==> config.mk <==
export PLATFORM = sky130hd
export DESIGN_NAME = debounce_bank
export DESIGN_NICKNAME = d
export VERILOG_FILES = /design/src/rtl/debounce_bank.sv
export SDC_FILE = /design/constraint.sdc
export NUM_CORES = 1
export LEC_CHECK = 0
export ABC_AREA = 1
export CORE_MARGIN = 2
export CORE_UTILIZATION = 60
export CTS_BUF_LIST = sky130_fd_sc_hd__clkbuf_16
export DETAILED_ROUTE_END_ITERATION = 7
export PLACE_DENSITY = 0.83
export SETUP_SLACK_MARGIN = 0.02
export SYNTH_ARGS = -nofsm -noshare
export SYNTH_HDL_FRONTEND = slang
export SYNTH_SLANG_ARGS = --single-unit
==> constraint.sdc <==
create_clock -name clk -period 3.7 [get_ports clk]
set_input_delay 1.11 -clock clk [delete_from_list [all_inputs] [get_ports clk]]
set_output_delay 1.11 -clock clk [all_outputs]
set_load 0.02 [all_outputs]
==> src/rtl/debounce_bank.sv <==
// Multi-channel push-button synchroniser and integrating debouncer sharing one sample-tick divider.
// Define DEBOUNCE_AUTOREPEAT_EN to build per-channel hold counters that drive o_repeat.
module debounce_bank #(
   parameter int N_BTN        = 4,
   parameter int TICK_DIV     = 250000,
   parameter int STABLE_TICKS = 4,
   parameter int ACTIVE_LOW   = 0,
   parameter int REPEAT_DELAY = 200,
   parameter int REPEAT_RATE  = 40
) (
   input  logic             clk,
   input  logic             rst,
   input  logic [N_BTN-1:0] i_btn,
   output logic [N_BTN-1:0] o_level,
   output logic [N_BTN-1:0] o_press,
   output logic [N_BTN-1:0] o_release,
   output logic [N_BTN-1:0] o_repeat,
   output logic             o_tick
);
   localparam int DIV_W = $clog2(TICK_DIV);
   localparam int INT_W = $clog2(STABLE_TICKS + 1);
   localparam logic [DIV_W-1:0] DIV_LAST = DIV_W'(TICK_DIV - 1);
   localparam logic [INT_W-1:0] INT_LAST = INT_W'(STABLE_TICKS - 1);

   if (N_BTN < 1 || TICK_DIV < 2 || STABLE_TICKS < 1 || REPEAT_DELAY < 1 || REPEAT_RATE < 1) begin : g_bad_cfg
      $error("debounce_bank: illegal parameter set");
   end

   logic [DIV_W-1:0] div_q, div_d;
   logic             tick;
   logic [N_BTN-1:0] sync1_q, sync1_d, sync2_q, sync2_d;
   logic [N_BTN-1:0] level_q, level_d;
   logic [N_BTN-1:0] press_q, press_d;
   logic [N_BTN-1:0] release_q, release_d;
   logic [INT_W-1:0] int_q [N_BTN];
   logic [INT_W-1:0] int_d [N_BTN];

   // Polarity is folded in ahead of the synchroniser so everything downstream sees 1 = pressed.
   always_comb begin
      tick    = (div_q == DIV_LAST);
      div_d   = tick ? '0 : div_q + DIV_W'(1);
      sync1_d = (ACTIVE_LOW != 0) ? ~i_btn : i_btn;
      sync2_d = sync1_q;
   end

   always_comb begin
      level_d   = level_q;
      press_d   = '0;
      release_d = '0;
      int_d     = int_q;
      for (int i = 0; i < N_BTN; i++) begin
         if (tick) begin
            if (sync2_q[i] == level_q[i]) begin
               int_d[i] = '0;
            end else if (int_q[i] == INT_LAST) begin
               int_d[i]     = '0;
               level_d[i]   = sync2_q[i];
               press_d[i]   = sync2_q[i];
               release_d[i] = ~sync2_q[i];
            end else begin
               int_d[i] = int_q[i] + INT_W'(1);
            end
         end
      end
   end

   always_ff @(posedge clk or posedge rst) begin
      if (rst) begin
         div_q     <= '0;
         sync1_q   <= '0;
         sync2_q   <= '0;
         level_q   <= '0;
         press_q   <= '0;
         release_q <= '0;
         for (int i = 0; i < N_BTN; i++) int_q[i] <= '0;
      end else begin
         div_q     <= div_d;
         sync1_q   <= sync1_d;
         sync2_q   <= sync2_d;
         level_q   <= level_d;
         press_q   <= press_d;
         release_q <= release_d;
         for (int i = 0; i < N_BTN; i++) int_q[i] <= int_d[i];
      end
   end

   assign o_level   = level_q;
   assign o_press   = press_q;
   assign o_release = release_q;
   assign o_tick    = tick;

`ifdef DEBOUNCE_AUTOREPEAT_EN
   localparam int HOLD_W = $clog2(REPEAT_DELAY + REPEAT_RATE + 1);
   localparam logic [HOLD_W-1:0] HOLD_FIRST = HOLD_W'(REPEAT_DELAY);
   localparam logic [HOLD_W-1:0] HOLD_NEXT  = HOLD_W'(REPEAT_DELAY + REPEAT_RATE);

   logic [HOLD_W-1:0] hold_q [N_BTN];
   logic [HOLD_W-1:0] hold_d [N_BTN];
   logic [HOLD_W-1:0] hold_inc;
   logic [N_BTN-1:0]  repeat_q, repeat_d;

   // After the first repeat the counter folds back to REPEAT_DELAY, so it never exceeds DELAY+RATE.
   always_comb begin
      repeat_d = '0;
      hold_inc = '0;
      hold_d   = hold_q;
      for (int i = 0; i < N_BTN; i++) begin
         if (!level_q[i] || release_d[i]) begin
            hold_d[i] = '0;
         end else if (tick) begin
            hold_inc = hold_q[i] + HOLD_W'(1);
            if (hold_inc == HOLD_NEXT) begin
               repeat_d[i] = 1'b1;
               hold_d[i]   = HOLD_FIRST;
            end else begin
               repeat_d[i] = (hold_inc == HOLD_FIRST);
               hold_d[i]   = hold_inc;
            end
         end
      end
   end

   always_ff @(posedge clk or posedge rst) begin
      if (rst) begin
         repeat_q <= '0;
         for (int i = 0; i < N_BTN; i++) hold_q[i] <= '0;
      end else begin
         repeat_q <= repeat_d;
         for (int i = 0; i < N_BTN; i++) hold_q[i] <= hold_d[i];
      end
   end

   assign o_repeat = repeat_q;
`else
   assign o_repeat = '0;
`endif

endmodule

======== Word level (Yosys, flattened, before mapping) ========
Cells that the tools add are included.
cells by class
  eq/ne operators ......................... 9
  $add $sub $neg .......................... 5
  bitwise operators ....................... 8
  multiplexer cells ....................... 33
  reductions and logical operators ........ 4
operators with widths
  cell                                                 number
  two-way mux 1 bit                                    24
  two-way mux 3 bit                                    8
  adder 18 x 1 -> 18 bit, second input constant        1
  equality test 18 bit, second input constant          1
  two-way mux 18 bit                                   1
  adder 3 x 1 -> 3 bit, second input constant          4
  equality test 3 x 2 -> 1 bit, second input constant  4
  AND reduction 3 bit                                  4
  inverter 1 bit                                       8
  equality test 1 bit                                  4
word-level totals
  output and inout port bits .............. 17
  word-level logic and storage cells ...... 72
  bits of input ports ..................... 6
  bits in registers ....................... 50

======== Longest topological paths before layout ========
Gate-level depths: netlist (run 1).
  depth after elaboration ................. 4
  depth in mapped cells ................... 9
  gate-level depth less buffers ........... 9

======== Least setup slack after synthesis (run 1) ========
No wires, ideal clock.
  path kind ............................... reg-to-output
  from .................................... reg div_q[0]
  to ...................................... out o_tick
  path slack .............................. 1.417 ns
  required time ........................... 2.590 ns
  cell stages (with the launch flop) ...... 7
  buffers on the path ..................... 1
  data arrival time ....................... 1.173 ns
  cells stage by stage .................... dfrtp_1 -> ha_1 -> nand2_4 -> nor2_8 -> nand3_4 -> nor2_8 -> buf_8
between the ends
  cells in the longest elaborated chain, start to end .. 1
RTL lines
  what                    line  source
  from (decl)             29    logic [DIV_W-1:0] div_q, div_d;
  from (signal assigned)  77    div_q <= div_d;
  equality test 18 bit    40    tick = (div_q == DIV_LAST);
  to (decl)               18    output logic o_tick
Every way passes these cells.

======== Worst setup path in the final report (run 1) ========
Same ends and word-level chain as after synthesis.

==> summary by stage, run 1 <==
Detailed routing
The routed wirelength normalized by instance count is 12.7 µm. The routed design has 4220 µm of wire. Using the TritonRoute via totals, the vias-per-cell ratio works out to 5.09. In the routed design, unresolved DRC markers number 0. Across all layers, the routed design uses 1684 vias. The starting DRC count in detailed routing is 61. The remaining antenna violation count is 0. The pre-antenna-repair detailed-routing pass consisted of 4 iterations.

Synth
Summed over all instances, the cell type with the most area after synthesis is sky130_fd_sc_hd__dfrtp_1. The most common cell in the synthesized netlist is sky130_fd_sc_hd__dfrtp_1. The cell count after synthesis is 256. In the synthesized netlist the dominant register cell turns out to be sky130_fd_sc_hd__dfrtp_1. The area share of the largest cell type after synthesis is 0.515.

The async set or reset register ratio after synthesis is 1.00. Averaged over all synthesized cells, the footprint is 9.48 µm². The cell area that synthesis handed to floorplanning was 2430 µm². The post-synthesis cell type count is 29. Yosys printed 0 warnings.

Counting flops with a built-in enable in the synthesized netlist gives 0. Ranked by total cell area, the synthesized netlist is headed by sky130_fd_sc_hd__dfrtp_1 (52%), sky130_fd_sc_hd__nand2_1 (7.1%), sky130_fd_sc_hd__nor2_1 (5.3%). Counting instances in the post-synthesis netlist gives the leading cell types as sky130_fd_sc_hd__dfrtp_1 (50), sky130_fd_sc_hd__nand2_1 (46), sky130_fd_sc_hd__nor2_1 (34), sky130_fd_sc_hd__inv_1 (26), sky130_fd_sc_hd__xor2_1 (13). The fraction of the yosys area taken by sequential cells is 0.515. Counting flops and latches in the post-synthesis netlist gives 50.

Outcome
The flow ran to the end, and the final reports show no timing, DRC or antenna violations.

Cells and area
The share of layout cells above drive strength 1 is 0.153. The number of nets in the final layout is 291. The antenna cell count is 0. The synthesis-to-layout area growth is 14.9%.

The post-layout instance count excluding filler cells is 331. The total of fill cells in the finished design is 276.

GRT
The via count of the first global-routing pass came to 1615. The initial antenna violation count was 0. The total global-route track usage is 0.218.

Entering global routing, the biggest net connects 36 pins. The first global-routing pass estimated 7260 µm of wire. After global routing the overflow that remains totals 0.

Worst setup path
The worst setup path is captured at a primary output. The startpoint class of the critical path is a flip-flop. The highest fanout seen on the critical path is 18. The most critical setup path has its endpoint at o_tick. In this run the critical register-to-register path is launched from div_q[0]. The signal on the critical path passes through ha_1, nand2_4, nor2_8, nand3_4, nor2_8, clkdlybuf4s50_1. In this design, the stage delay of the slowest critical-path cell is 650 ps. The source of the critical timing path is div_q[0].

The critical path buffer and inverter count is 1. Counting cells, the worst reg-to-reg path comes to 7. In this run the register-to-register setup slack is 2110 ps. The master of the slowest instance on the critical path is sky130_fd_sc_hd__clkdlybuf4s50_1. The endpoint identified for the worst register-to-register timing path is o_release[3]. The family of cells with the greatest summed delay on the critical path is buffers and inverters. The category of the most critical setup path is flip-flop to primary output. The dominant cell type by count on the critical path is sky130_fd_sc_hd__nor2_8. In this run the number of cells on the critical path is 6. The critical path data arrival time is 2140 ps. The endpoint required time on the critical path is 2590 ps.

Floorplan
The die span in x is 67.6 µm. The die covers 4570 µm². 23 I/O pins were placed. The die height is 67.6 µm.

The core area is 3940 µm². The initial utilization of the core area, before any placement, comes to 0.616. The number of rows in the core area is 23.

STA
The total negative setup slack is 0 ps. The max-slew violation total from the final report is 0. The final number of hold-violating endpoints is 0. In the finished design, the share of the clock period the worst path needs comes to 0.878. Setup repair after global routing left no endpoint under its margin. Timing would allow up to 0.308 GHz. Across all setup checks in the final design, the least slack found is 452 ps. Setup violations remaining at the end of the flow were counted as 0. The smallest hold slack is 355 ps. The worst path needs 3250 ps of the cycle, external delays included. The final clock skew is 8.51 ps.

Clock network
At the later pin of the worst-skew pair, clock insertion delay measures 290 ps. The largest buffer count on any clock path is 2. The buffer type at the clock tree root is sky130_fd_sc_hd__clkbuf_16. Clock tree synthesis inserted a total of 5 buffers. Counting every sink on the clock net gives 50.

The number of post-CTS setup repair buffers is 0. The depth of the CTS H-tree is 2. The count of cells resized by post-cts repair is 0. The clock tree from TritonCTS is yes. Buffers inserted to repair hold after CTS numbered 0.

The post-CTS clock slew at the launch and capture registers of the worst setup and hold paths is 60 ps.

Pwr
IR analysis of the VDD net gives a maximum drop of 0.312 mV. Internal power comes to 0.808 mW. The share of total power dissipated in combinational logic is 0.025.

Dividing total power by cell area gives a power density of 367 nW/µm². The design draws 1.02 mW. The power share of the sequential group is 0.541. The power spent charging and discharging nets is 0.216 mW.

Summed over all cells, the static leakage comes to 1.40 nW. The share of total power in the clock network is 0.434. The switching share of total power is 0.211.

Worst hold path
In this run the worst hold path is classified as flip-flop to flip-flop. The hold-critical path depth is 0.

Placed design
The HPWL after detailed placement is 3060 µm. The quantity of I/O buffers inserted on ports is 18. Routability-driven placement finished with a final weighted congestion of 0.786. Including well taps, the total number of placed cells is 323. Before CTS, the worst setup slack after placement is 759 ps.

Run
The tool flagged a number of max-cap violations equal to 0.
## per-layer routing
metal	up-vias	routed length [µm]	track usage
li1	850	-	-
met5	-	0	0
met4	0	80	0.0765
met1	803	1810	0.270
met2	23	2170	0.366
met3	8	149	0.0583
## stage by stage
| stage | instance area (µm²) | utilization |
|---|---|---|
| after detailed placement | 2640 | 0.671 |
| after CTS | 2790 | 0.707 |
| after global placement | 2640 | 0.671 |
| final | 2790 | 0.707 |
| after floorplan | 2440 | - |
| after global routing | 2790 | 0.707 |
## worst reg2reg max path, cell delays in order, from the launching register on
cell and delay [ps]:
sky130_fd_sc_hd__dfrtp_1 380, sky130_fd_sc_hd__ha_1 230, sky130_fd_sc_hd__nand2_4 90, sky130_fd_sc_hd__nor2_8 150
sky130_fd_sc_hd__nand3_4 120, sky130_fd_sc_hd__nor2_8 230, sky130_fd_sc_hd__nand3_1 180, sky130_fd_sc_hd__nor2_1 150
## registers in the layout, indices dropped and copies added (netlist names)
name / flops
o_press: 4
int_q: 12
div_q: 18
sync1_q: 4
o_release: 4
o_level: 4
sync2_q: 4
## power groups by stage
stage	registers [mW]	clock network (mW)	logic, mW
4_1_cts	0.554	0.457	0.0267
5_1_grt	0.554	0.476	0.0301
3_3_place_gp	0.564	0	0.0259
6_report	0.554	0.444	0.0259
3_5_place_dp	0.564	0	0.0265
2_1_floorplan	0.564	0	0.0196
## how the worst min path moves through the flow
stage	from	endpoint
floorplan	sync1_q[0]	sync2_q[0]
global placement	sync1_q[1]	sync2_q[1]
detailed placement	sync1_q[2]	sync2_q[2]
CTS	sync1_q[2]	sync2_q[2]
global route	sync1_q[3]	sync2_q[3]
finish	sync1_q[2]	sync2_q[2]
## layout make-up
type	instances	area, µm²	area share
repair buffers	19	188	0.0673
flip-flops and latches	50	1250	0.449
clock buffers	5	125	0.0449
well taps	50	62.6	0.0224
inverters	31	116	0.0417
multi-input cells	173	1030	0.368
clock inverters	3	20.0	0.00718
## logic make-up after synthesis
logic type      after synthesis  share of synthesized area
flops                        50                      0.515
other cells                   1                    0.00154
fa+ha+maj                     5                     0.0258
xor+xnor                     14                     0.0505
compound gates               16                     0.0387
buf+inv                      36                     0.0665
simple gates                134                      0.302
## layout by cell type (no fill, tap or decap), types with 4 or more instances in the layout
| master | n |
|---|---|
| sky130_fd_sc_hd__nor2_1 | 34 |
| sky130_fd_sc_hd__nand2_1 | 46 |
| sky130_fd_sc_hd__inv_1 | 25 |
| sky130_fd_sc_hd__a21boi_0 | 4 |
| sky130_fd_sc_hd__inv_2 | 6 |
| sky130_fd_sc_hd__ha_1 | 5 |
| sky130_fd_sc_hd__o21ai_1 | 6 |
| sky130_fd_sc_hd__nor3_1 | 4 |
| sky130_fd_sc_hd__clkdlybuf4s50_1 | 18 |
| sky130_fd_sc_hd__nand2_2 | 5 |
| sky130_fd_sc_hd__or2_2 | 4 |
| sky130_fd_sc_hd__clkbuf_16 | 5 |
| sky130_fd_sc_hd__conb_1 | 4 |
| sky130_fd_sc_hd__nor2_2 | 4 |
| sky130_fd_sc_hd__xor2_1 | 13 |
| sky130_fd_sc_hd__nand4_1 | 11 |
| sky130_fd_sc_hd__nor2_4 | 6 |
| sky130_fd_sc_hd__dfrtp_1 | 50 |
| sky130_fd_sc_hd__nand3_1 | 10 |
Note: power is estimated with default switching activity, not from simulation.
==> run 2: changes to the inputs <==
--- a/config.mk
+++ b/config.mk
@@ -6,7 +6,7 @@
 export NUM_CORES = 1
 export LEC_CHECK = 0
 export ABC_AREA = 1
-export CORE_MARGIN = 2
+export CORE_MARGIN = 8
 export CORE_UTILIZATION = 60
 export CTS_BUF_LIST = sky130_fd_sc_hd__clkbuf_16
 export DETAILED_ROUTE_END_ITERATION = 7
==> run 2 against run 1 <==
  * Maximum frequency fell by 0.47%
  * Power rose by 6.2%
  * Final cell count did not move
  * Setup slack got worse by 15 ps
  * First-iteration DRC count rose by 48%
  * Clock-buffer cell count did not move
  * Largest cell class unchanged
  * Flip-flop and latch count did not move
  * Global-route usage fell by 7.2 points
  * Clock power rose by 14%
  * Combinational power fell by 2%
==> summary by stage, run 2 (synthesized netlist as in run 1, its figures left out) <==
STA
The total negative setup slack is 0 ps. The clock arrives with 6.08 ps of skew. The final worst-path cycle share is 0.882.

After layout, the worst setup slack is 437 ps. For the finished layout, the period the worst path requires is 3260 ps. The smallest hold slack is 347 ps. The transition time of the tightest slew-check pin is 609 ps.

Setup violations remaining at the end of the flow were counted as 0. The final number of hold-violating endpoints was 0. The maximum clock frequency is 0.306 GHz. The max-slew violation total from the final report is 0. The relative slew slack is 0.594. Setup repair after global routing left no endpoint under its margin.

Worst setup path
Data on the critical path arrives at its endpoint at 2150 ps. In this design, the critical path's most frequently occurring cell is sky130_fd_sc_hd__nor2_8. The startpoint class of the critical path is a flip-flop. The endpoint required time on the critical path is 2590 ps. The master of the slowest instance on the critical path is sky130_fd_sc_hd__clkdlybuf4s50_1. The critical path buffer and inverter count is 1.

The critical path crosses 6 cells after its start point. The family of cells with the greatest summed delay on the critical path is buffers and inverters. The biggest cell delay along the critical path is 660 ps.

The cell depth of the worst flop-to-flop path is 8. The critical path in this run is classified as flip-flop to primary output. STA classifies the critical path endpoint as a primary output. The highest fanout seen on the critical path is 18. Walking the worst path, the cells encountered are ha_1, nand2_4, nor2_8, nand3_4, nor2_8, clkdlybuf4s50_1.

Clock network
For this design, the CTS-stage hold fixing added 0 buffers. The TritonCTS buffer count is 5. The buffer type at the clock tree root is sky130_fd_sc_hd__clkbuf_16. The clock reaches the later pin of the worst-skew pair after 290 ps. The number of post-CTS setup repair buffers is 0. The clock sink count is 50.

The post-CTS clock slew at the launch and capture registers of the worst setup and hold paths is 60 ps. The largest buffer count on any clock path is 2. The clock tree from TritonCTS is yes. The count of cells resized by post-cts repair is 0. The depth of the CTS H-tree is 2.

Cells and area
The area of all placed cells without fillers is 2810 µm². The register with the most flip-flops in the layout has 18 of them. The library cell used most frequently in the layout, excluding fill and tap cells, is sky130_fd_sc_hd__dfrtp_1. After the last flow step, the layout net total stands at 291. The total of fill cells in the finished design is 276.

In the final layout, the multi-input gates occupy 1030 µm². The register containing the most flip-flops in the final layout is div_q. The post-layout instance count excluding filler cells is 331. The area growth from synthesis to layout is 15.8%. The storage element area is 1250 µm². Measured on the finished design, the core utilization comes to 0.713.

The top cell types in the final layout, fill and taps aside, are sky130_fd_sc_hd__dfrtp_1 (50), sky130_fd_sc_hd__nand2_1 (46), sky130_fd_sc_hd__nor2_1 (34), sky130_fd_sc_hd__inv_1 (26), sky130_fd_sc_hd__clkdlybuf4s50_1 (18). The antenna cell count is 0. The largest registers in the layout are div_q (18), int_q (12). In the final layout, the share of cells above drive strength 1 is 0.153.

Floorplan
The initial utilization of the core area, before any placement, comes to 0.616. The die span in x is 79.6 µm. The die height is 79.6 µm. 23 I/O pins were placed. The region available for standard cell placement spans 3940 µm². The floorplan step defined a die boundary enclosing 6340 µm². The number of rows in the core area is 23.

Placed design
The setup slack at placement is 766 ps. The detailed placement HPWL is 2990 µm. The cell area after placement is 2640 µm². Once placement completed, the tool counted placed cells totaling 323.

During placement, the flow inserted port buffers numbering 18. Routability-driven placement finished with a final weighted congestion of 0.781.

GRT
The via count of the first global-routing pass came to 1632. The initial antenna violation count is 0. The total global-route track usage is 0.146.

The first global-routing pass estimated 7250 µm of wire. Entering global routing, the biggest net connects 51 pins. The total overflow left after global routing is 0.

Worst hold path
The min-delay analysis places its worst path in the category flip-flop to flip-flop. The worst hold path passes through 0 cells.

Detailed routing
The first detailed-routing pass took 6 iterations. The remaining antenna violation count is 0. Summing over every cut layer, the via total after detailed routing is 1677. Using the TritonRoute via totals, the vias-per-cell ratio works out to 5.07. After detailed routing, the number of remaining DRC violations is 0. The routed wirelength normalized by instance count is 12.8 µm.

The first routing iteration left 90 violations. After detailed routing, the total wire length is 4250 µm.

Pwr
The analysis attributes to cell leakage a power of 1.42 nW. The total chip power is 1.09 mW. The maximum ir drop on the vdd rail is 0.283 mV. Power spread over the standard cell area amounts to 387 nW/µm².

Outcome
The run finished with clean final reports.

Run
The count of max-cap constraint violations is 0.
-- run 2: metal layers --
layer / global-route usage / up-vias / share of wire
met4: 0.0500 / 0 / 0.013
li1: - / 849 / -
met2: 0.244 / 28 / 0.51
met5: 0 / - / 0
met3: 0.0417 / 5 / 0.035
met1: 0.175 / 795 / 0.44
-- run 2: power breakdown --
part | internal [mW] | switching [mW]
logic | 0.00694 | 0.0186
registers | 0.551 | 0.00319
clock network | 0.316 | 0.192
-- run 2: cell type report --
class                   count  share of cell area
repair buffers             19              0.0668
flip-flops and latches     50               0.445
inverters                  31              0.0414
multi-input cells         173               0.365
clock buffers               5              0.0445
well taps                  50              0.0223
clock inverters             3              0.0147
-- run 2: final timing paths --
check | from | end | slack, ps
min in group asynchronous | rst | div_q[0] | 1300
setup / recovery | div_q[0] | o_tick | 440
hold / removal | sync1_q[3] | sync2_q[3] | 350
hold reg to reg | sync1_q[3] | sync2_q[3] | 350
max in group asynchronous | rst | div_q[6] | 1990
setup reg to reg | div_q[0] | o_level[3] | 2120
==> run 3: changes to the inputs <==
--- a/config.mk
+++ b/config.mk
@@ -5,12 +5,12 @@
 export SDC_FILE = /design/constraint.sdc
 export NUM_CORES = 1
 export LEC_CHECK = 0
-export ABC_AREA = 1
+export ABC_AREA = 0
 export CORE_MARGIN = 8
 export CORE_UTILIZATION = 60
 export CTS_BUF_LIST = sky130_fd_sc_hd__clkbuf_16
 export DETAILED_ROUTE_END_ITERATION = 7
-export PLACE_DENSITY = 0.83
+export PLACE_DENSITY = 0.84
 export SETUP_SLACK_MARGIN = 0.02
 export SYNTH_ARGS = -nofsm -noshare
 export SYNTH_HDL_FRONTEND = slang
==> run 3 against run 2 <==
  * Via count is 12% lower
  * Maximum frequency is 4.1% lower
  * Clock-buffer cell count stayed put
  * Area after synthesis is 6.9% lower
  * Clock skew is 1.9 ps lower
  * Sequential share of layout area is 3.2 points higher
  * Global-route usage is 0.25 points higher
  * Worst hold slack better by 1.6 ps
  * Non-clock buffer count is 2 higher
  * Final area is 6.8% lower
  * Clock power is 2% lower
==> summary by stage, run 3 <==
Outcome
The flow ran to the end, and the final reports show no timing, DRC or antenna violations.

Floorplan
The number of ports placed on the die boundary is 23. The die covers 5990 µm². The core area is 3630 µm². For this configuration, the core starts out at a cell density of 0.622.

The floorplan has 22 rows. The floorplan step set the die height to 77.4 µm. In this run the horizontal extent of the chip is 77.4 µm.

Pwr
The static leakage is 1.17 nW. Overall power consumption after layout is estimated at 1.08 mW. Power spread over the standard cell area amounts to 413 nW/µm². The share of total power in the clock network is 0.462. The maximum ir drop on the vdd rail is 0.456 mV. The internal portion of the total power is 0.874 mW.

The switching share of total power is 0.193. Of the total power, combinational logic draws 0.025. The share of total power dissipated in sequential elements is 0.513.

In this run the power spent charging and discharging nets is 0.208 mW.

GRT
The pin count of the biggest net entering global routing is 51. Across every metal layer, demand over resource in global routing totals 0.148. The first global-routing pass estimated 7380 µm of wire. The initial antenna violation count is 0. The remaining global-route overflow is 0. The via count of the first global-routing pass was 1617.

Synth
The cell count after synthesis is 193. After synthesis, the share of flip-flops with an asynchronous set or reset is 1.00. After synthesis, the mean cell area works out to 11.7 µm².

Of the synthesized area, sequential elements account for 0.554. After synthesis, the cell types taking the most area are sky130_fd_sc_hd__dfrtp_1 (55%), sky130_fd_sc_hd__xnor2_1 (4.7%), sky130_fd_sc_hd__nor4b_4 (3.2%). The post-synthesis cell type count is 35. In this run, synthesis produced a sequential element count of 50. During synthesis, Yosys emitted a total of 0 warnings. The number of synthesized flops with an enable pin is 0. The most instantiated flip-flop cell in the synthesis netlist is sky130_fd_sc_hd__dfrtp_1.

The area share of the largest cell type after synthesis is 0.554. In the synthesized netlist, the cells that appear most often are sky130_fd_sc_hd__dfrtp_1 (50), sky130_fd_sc_hd__nor2_1 (16), sky130_fd_sc_hd__xnor2_1 (12), sky130_fd_sc_hd__nand4_1 (10). The post-synth design cell area is 2260 µm².

sky130_fd_sc_hd__dfrtp_1 takes more of the synthesized area than any other cell. The library cell with the highest instance count after synthesis is sky130_fd_sc_hd__dfrtp_1.

Placed design
Detailed placement finished with a half-perimeter wire length of 2840 µm. The final weighted congestion in routability-driven placement is 0.874. Once placement finished, the instance area stood at 2460 µm². At the placement stage, the worst setup path has a slack of 606 ps. The quantity of I/O buffers inserted on ports is 18. The number of placed instances with taps included is 253.

Detailed routing
The final routed DRC violation total is 0. The overall via count from detail_route is 1469. The remaining antenna violation count is 0. The total routed wirelength is 4100 µm. Dividing the detail-routed wire length by the instance count gives 15.7 µm.

In the routed layout, each cell is associated on average with a via count of 5.63. The first TritonRoute pass finished after 4 iterations. In this run, the number of DRC markers left after iteration 0 of detailed routing was 86.

Clock network
The depth of the CTS H-tree is 2. Buffers added to address setup during post-CTS repair amount to 0. The count of cells resized by post-cts repair is 0. After clock tree synthesis, the flow added hold-fix buffers numbering 0.

Counting the buffers created by CTS gives 5. Clock-pin slew was measured on the worst setup and hold paths at 60 ps. The clock reaches the later pin of the worst-skew pair after 290 ps. The buffer type at the clock tree root is sky130_fd_sc_hd__clkbuf_16. TritonCTS built the clock tree.

The clock net in this run drives a total of 50 sinks. The largest buffer count on any clock path is 2.

Cells and area
The register containing the most flip-flops in the final layout is div_q. From synthesis to final layout, the design area changed by 15.9%. Excluding fillers, the count of instances in the completed layout stands at 261. Counting the fill cells in the layout gives 260. The repair_antennas step left the layout with diodes totalling 0. The share of layout cells above drive strength 1 is 0.127. In the final layout, the registers with the most flip-flops are div_q (18), int_q (12). The flip-flop count of the largest register, all copies and words added is 18. Once layout is done, the placed cells without fillers occupy 2620 µm². Leaving out fill and tap cells, the most frequent cell in the layout is sky130_fd_sc_hd__dfrtp_1. Measured on the finished design, the core utilization comes to 0.721. The number of nets in the final layout is 223. The library cells used most frequently in the layout, excluding fill and tap cells, are sky130_fd_sc_hd__dfrtp_1 (50), sky130_fd_sc_hd__clkdlybuf4s50_1 (18), sky130_fd_sc_hd__nor2_1 (16), sky130_fd_sc_hd__xnor2_1 (12), sky130_fd_sc_hd__nand4_1 (10).

STA
The final worst-path cycle share is 0.920. The max-slew violation total from the final report is 0. The final number of hold-violating endpoints is 0.

The slack of the critical path is 296 ps. On the final layout, the worst clock skew is 4.21 ps. Setup repair after global routing left no endpoint under its margin. Derived from the worst setup path, the maximum achievable clock frequency is 0.294 GHz. The final critical-path required period is 3400 ps. In this run the tightest slew margin relative to its limit is 0.335. Summed over all failing endpoints, the final setup total negative slack is 0 ps. The transition time of the tightest slew-check pin is 997 ps. The smallest hold slack is 349 ps. The final count of negative-setup-slack endpoints is 0.

Run
Across the run, the number of max-cap violations was 0.

Worst setup path
The endpoint required time on the critical path is 2590 ps. The critical path data arrival time is 2290 ps. For flop-to-flop paths, the worst setup slack is 1830 ps. By startpoint and endpoint, the worst setup path is classified as flip-flop to primary output. STA classifies the critical path startpoint as a flip-flop. The nature of the critical path endpoint is a primary output. The highest fanout seen on the critical path is 10.

Worst hold path
The class of the most critical hold timing path is flip-flop to flip-flop.
[run 3: cell count changes after synthesis, moves of 5 or more]
| cell | previous run | this run |
|---|---|---|
| sky130_fd_sc_hd__clkbuf_1 | 0 | 5 |
| sky130_fd_sc_hd__inv_1 | 26 | 6 |
| sky130_fd_sc_hd__nand2_1 | 46 | 5 |
| sky130_fd_sc_hd__nand2_2 | 5 | 0 |
| sky130_fd_sc_hd__nand2b_1 | 0 | 5 |
| sky130_fd_sc_hd__nand3_1 | 10 | 4 |
| sky130_fd_sc_hd__nor2_1 | 34 | 16 |
| sky130_fd_sc_hd__nor2_4 | 6 | 0 |
| sky130_fd_sc_hd__o21ai_0 | 3 | 8 |
| sky130_fd_sc_hd__xnor2_1 | 1 | 12 |
| sky130_fd_sc_hd__xor2_1 | 13 | 7 |
[run 3: cell families (layout without fill, tap and decap cells)]
family                   Yosys count  in the layout  synth area share
AND/OR/NAND/NOR                   73             73             0.223
flip-flops                        50             50             0.554
AO/OA/AOI/OAI                     21             21            0.0509
XOR/XNOR                          19             19            0.0736
buffers and inverters             19             36            0.0454
adder cells (fa/ha/maj)            5              5            0.0277
multiplexers                       5              5            0.0244
other                              1              4           0.00166
[run 3: layout make-up]
cell class	count	area (µm²)	share of cell area
tap	48	60.1	0.0229
sequential	50	1250	0.478
multi-input combinational	127	917	0.350
timing repair buffer	21	203	0.0774
clock buffer	5	125	0.0478
clock inverter	3	37.5	0.0143
inverter	7	26.3	0.0100
[run 3: path summary, 6_finish.rpt]
kind,cells past startpoint,startpoint,end
min in group asynchronous,2,rst,o_level[3]
worst min register to register,0,sync1_q[0],sync2_q[0]
max in group asynchronous,2,rst,div_q[9]
worst max register to register,6,div_q[0],o_release[0]
worst max-delay path,6,div_q[0],o_tick
worst min-delay path,0,sync1_q[0],sync2_q[0]
[run 3: worst max-delay path, cell delays in order (launching register included)]
cell	delay, ps
sky130_fd_sc_hd__dfrtp_1	400
sky130_fd_sc_hd__ha_1	220
sky130_fd_sc_hd__and3_1	210
sky130_fd_sc_hd__nand4_1	130
sky130_fd_sc_hd__or2_1	260
sky130_fd_sc_hd__inv_2	160
sky130_fd_sc_hd__clkdlybuf4s50_1	640
[run 3: routing by layer]
layer	vias up	track usage	part of all wire	routed length (µm)
li1	697	-	-	-
met1	739	0.160	0.43	1750
met2	26	0.270	0.51	2100
met3	7	0.0484	0.047	193
met4	0	0.0415	0.012	48
met5	-	0	0	0
[run 3: power groups by stage]
stage	clock network [mW]	logic, mW	registers (mW)
after floorplan	0	0.0216	0.564
after global placement	0	0.0262	0.565
after detailed placement	0	0.0275	0.565
after CTS	0.506	0.0277	0.555
after global routing	0.527	0.0310	0.555
final	0.500	0.0268	0.555
